==> src/rtl/uart_rx_holdreg.sv <==
// Valid/ready holding register for one received frame. A frame arriving while
// the register is still occupied (and not being drained) is dropped and a
// one-cycle overrun pulse is raised.
module uart_rx_holdreg #(
  parameter int W = 10
) (
  input  logic         clk,
  input  logic         rst,
  input  logic         load,
  input  logic         ready,
  input  logic [W-1:0] din,
  output logic         valid,
  output logic [W-1:0] dout,
  output logic         overrun
);

  logic         valid_q, valid_d;
  logic [W-1:0] dout_q, dout_d;
  logic         overrun_q, overrun_d;

  // Accept, drop or drain the held frame based on load/ready.
  always_comb begin
    valid_d   = valid_q;
    dout_d    = dout_q;
    overrun_d = 1'b0;
    if (load) begin
      if (!valid_q || ready) begin
        valid_d = 1'b1;
        dout_d  = din;
      end else begin
        overrun_d = 1'b1;
      end
    end else if (ready) begin
      valid_d = 1'b0;
    end
  end

  // Holding register state; rst is active-low and asynchronous.
  always_ff @(posedge clk or negedge rst) begin
    if (!rst) begin
      valid_q   <= 1'b0;
      dout_q    <= '0;
      overrun_q <= 1'b0;
    end else begin
      valid_q   <= valid_d;
      dout_q    <= dout_d;
      overrun_q <= overrun_d;
    end
  end

  assign valid   = valid_q;
  assign dout    = dout_q;
  assign overrun = overrun_q;

endmodule

==> config.mk <==
export PLATFORM = sky130hd
export DESIGN_NAME = uart_rx_holdreg
export DESIGN_NICKNAME = d
export VERILOG_FILES = /design/src/rtl/uart_rx_holdreg.sv
export SDC_FILE = /design/constraint.sdc
export NUM_CORES = 1
export LEC_CHECK = 0
export CELL_PAD_IN_SITES_DETAIL_PLACEMENT = 0
export CELL_PAD_IN_SITES_GLOBAL_PLACEMENT = 1
export CORE_MARGIN = 2
export CORE_UTILIZATION = 28
export DETAILED_ROUTE_END_ITERATION = 16
export PLACE_DENSITY_LB_ADDON = 0.1
export SLEW_MARGIN = 10
export SYNTH_ARGS = -nofsm -noshare
export SYNTH_HDL_FRONTEND = slang
export SYNTH_SLANG_ARGS = --single-unit
==> constraint.sdc <==
create_clock -name clk -period 1.3 [get_ports clk]
set_input_delay 0.26 -clock clk [delete_from_list [all_inputs] [get_ports clk]]
set_output_delay 0.26 -clock clk [all_outputs]
set_load 0.05 [all_outputs]
Word level (Yosys, flattened, before mapping)
Index checks and enable logic that the tools add are counted.
{ "word_totals": {"regBits": 12, "inputBits": 14, "out_inout_bits": 12, "word_cells": 14} }
{ "op_classes": {"eq_ne": 1, "mux": 5, "reduce_logical": 5} }
{ "ops": {"columns": ["operator", "n"], "rows": [
  ["2-to-1 mux 1 bit", 5],
  ["AND reduction 2 bit", 2],
  ["!= test 2 x 1 -> 1 bit, second input constant", 1],
  ["nonzero test 2 bit", 1],
  ["zero test 1 bit", 1],
  ["logical OR 1 bit", 1]
]} }

Longest topological paths before layout
{ "depth": {"depth_word": 4, "depth_mapped": 3, "ltp_nobuf": 3} }

Least setup slack after synthesis
No wires, ideal clock.
{ "synth_path": {"kind": "register to register", "startpoint": "reg valid_q (netlist: valid)", "endpoint": "reg dout_q[0] (netlist: dout[0])", "setup_time_ns": 0.125, "t_arrival_ns": 1.234, "required_time_ns": 1.175, "slack_ns": -0.059, "stages_incl_launch_ff": 4, "path_buffers": 0, "period_less_slack_ns": 1.359, "path_cell_list": "dfrtp_1 nand2b_4 nand2_4 mux2_4"} }
{ "synth_via": {"elab_chain_cells": 3} }
{ "synth_lines": {"columns": ["element", "line_no", "text"], "rows": [
  ["start: declaration", "17", "logic valid_q, valid_d;"],
  ["start signal: assignment", "45", "valid_q <= valid_d;"],
  ["zero test 1 bit", "27", "if (!valid_q || ready) begin"],
  ["logical OR 1 bit", "27", null],
  ["AND reduction 2 bit (no source line)", null, null],
  ["end signal: assignment", "46", "dout_q <= dout_d;"],
  ["end: declaration", "18", "logic [W-1:0] dout_q, dout_d;"]
]} }
Every way passes these cells.
A chain may end at the register's enable or synchronous reset.

Final worst setup path
{ "layout_path": {"startpoint": "in ready", "endpoint": "reg dout_q[6] (netlist: dout[6])"} }
{ "layout_via": {"elab_chain_cells": 2} }
{ "layout_lines": {"columns": ["element", "line_no", "text"], "rows": [
  ["start: declaration", "10", "input logic ready,"],
  ["logical OR 1 bit", "27", null],
  ["AND reduction 2 bit (no source line)", null, null]
]} }
Every way passes these cells.

==> impl_metrics.toml <==
[cts]
ctsRootBufferMaster = "sky130_fd_sc_hd__clkbuf_4"
clk-insertion-delay-late_ps = 280
max-clock-path-buffers = 2
resized_gates_after_cts = 0
cts_hold_repair.buffers = 0
cts_made_buffers = 3
post-cts-setup-buffers = 0
cts.sink_count = 12
cts_tree = "yes"
htree_levels = 1
worst_setup_hold_path_clk_slew_ps = 80

[placed_design]
pre_cts_slack_ps = -150.4
numPortBuffers = 25
dpl-instance-area_sq_um = 894.6
place.gp.congestion = 0.7745
dpl.hpwl_um = 792.3

[drt]
detail_route.wl_per_cell_um = 13.39
routed_wl_um = 1004
post_dr_vias_cell = 4.533
detail-route-antenna-nets = 0
first_pass_iters = 3
drcViolationCount = 0
dr.first_iter.drc_count = 4
vias = 340

[floorplanning]
die_h_um = 45.69
io-pin-count = 26
floorplan.core_area_sq_um = 1670
dieWidth_um = 45.69
die-area_sq_um = 2088
floorplan.rows = 15
initial_core_util = 0.2914

[synthesis]
synth.ff_latch_count = 12
synthDominantAreaCellType = "sky130_fd_sc_hd__dfrtp_1"
yosys_warnings = 0
mappedNetlistNets = 41
synthesis.instances = 27
synth_top_area_share = 0.6170
ys_seq_area_frac = 0.6170
syn_area_sq_um = 486.7
syn_avg_cell_area_sq_um = 18.03
synth_cell_types = 7
netlist_top_cells_area = "sky130_fd_sc_hd__dfrtp_1 (62%), sky130_fd_sc_hd__mux2_4 (31%), sky130_fd_sc_hd__nand2b_4 (2.8%)"

[timing]
period_minus_slack_ps = 1159
setup_tns_ps = 0
clock_skew_ps = 8.861
rsz0062_at_grt = "false"
tcrit_tclk_final = 0.8918
final-max-slew-violation-count = 0
achievable_clock_frequency_mhz = 862.5
final-setup-viol-count = 0
worst_pin_slew_ps = 202.3
setup_slack_ps = 140.6
relSlewSlack = 0.8650
finalHoldViolations = 0

[setup_path]
critPathMaxFanout = 10
worst-endpoint-arrival_ps = 1310
worstSetupStartpointType = "primary input"
timing.reg2reg.setup_slack_ps = 190
worst-r2r-cell-count = 3
endpoint_kind_of_the_worst_setup_timing_path = "register"
crit_type = "primary input to register"
r2r_start = "valid$_DFFE_PN0P_"
data_required_time_at_the_worst_endpoint_ps = 1460
regToRegEndpoint = "dout[6]$_DFFE_PN0P_"

[power]
power.density_cell_area_nw_per_um2 = 1412
max-vdd-ir-drop_v = 0.0006251
leakagePower_nw = 0.4458

[cells_and_area]
areaGrowthSynthToFinish_pct = 91.26
post_route_cell_area_sq_um = 930.9
antennaDiodeCount = 0
finish.net_count = 73
ratio_of_cells_with_drive_above_1_in_the_final_layout = 0.5345
most-common-layout-cells = "sky130_fd_sc_hd__clkdlybuf4s50_1 (13), sky130_fd_sc_hd__buf_12 (12), sky130_fd_sc_hd__dfrtp_1 (11)"
mostFrequentLayoutCell = "sky130_fd_sc_hd__clkdlybuf4s50_1"

[global_routing]
pin_count_of_the_biggest_net_entering_global_routing = 13
groute.layer.met3.usage = 0.08333
grt_use_met1 = 0.1095
grt.overflow.total = 0
antenna_violations_before_repair = 0
number_of_global_route_vias_before_repair = 357
grt-busiest-layer = "met2"
grt_first_pass_wirelength_um = 1559
grt.total_usage = 0.1107
gr-usage-met2 = 0.1803

[hold_path]
hp_class = "primary input to async pin"

[flow_run]
max-cap-violations = 0

[status]
status = "complete, no violations"
-- stage by stage --
stage | hold WS (ps) | utilization | instances | power, mW
2_1_floorplan | -35.59 | - | 27 | 0.7257
3_3_place_gp | 561.1 | 0.5356 | 71 | 1.022
3_5_place_dp | 565.4 | 0.5356 | 71 | 1.031
4_1_cts | 291.0 | 0.5573 | 75 | 1.331
5_1_grt | 296.3 | 0.5573 | 75 | 1.364
6_report | 285.5 | 0.5573 | 75 | 1.314
-- state kept, by name, indices dropped and copies added (netlist names) --
signal / cells
dout: 10
valid: 1
overrun: 1
-- cells by family after synthesis --
group | count (synthesis) | share of synthesized area
multiplexers | 10 | 0.3085
AND/OR/NAND/NOR | 4 | 0.06682
buffers and inverters | 1 | 0.007705
flip-flops | 12 | 0.6170
-- routing by layer --
layer / part of all wire / up-vias / wire (um)
met5: 0 / - / 0
met4: 0 / 0 / 0
met3: 0.10 / 0 / 104
met2: 0.54 / 15 / 538
met1: 0.36 / 173 / 361
li1: - / 152 / -
-- report_power, final --
| part | switching [mW] | internal [mW] |
|---|---|---|
| logic | 0.242 | 0.297 |
| clock network | 0.124 | 0.170 |
| registers | 0.0568 | 0.423 |
-- cells in the mapped netlist (all sizes together) --
cell and n:
nor2 1, dfrtp 12, nand2b 1, nand2 2, inv 1, mux2 10
-- area by class of cell --
cell class	count	area, sq um
Tap cell	17	21.27
Timing Repair Buffer	27	385.4
Inverter	1	3.754
Fill cell	134	739.5
Clock buffer	4	36.28
Sequential cell	12	301.5
Multi-Input combinational cell	14	182.7
-- worst max-delay path, cell delays in order --
cell and delay (ps):
sky130_fd_sc_hd__clkdlybuf4s50_1 400, sky130_fd_sc_hd__nand2b_4 150, sky130_fd_sc_hd__nand2_4 180, sky130_fd_sc_hd__mux2_4 320
-- how the worst max path moves through the flow --
stage	startpoint	end	slack (ps)
final	ready	dout[6]$_DFFE_PN0P_	140
after global routing	ready	dout[6]$_DFFE_PN0P_	110
after CTS	ready	dout[6]$_DFFE_PN0P_	140
after detailed placement	ready	dout[5]$_DFFE_PN0P_	-150
after global placement	ready	dout[4]$_DFFE_PN0P_	-110
after floorplan	valid$_DFFE_PN0P_	dout[0]$_DFFE_PN0P_	90
Power figures use the tool's default switching activity.
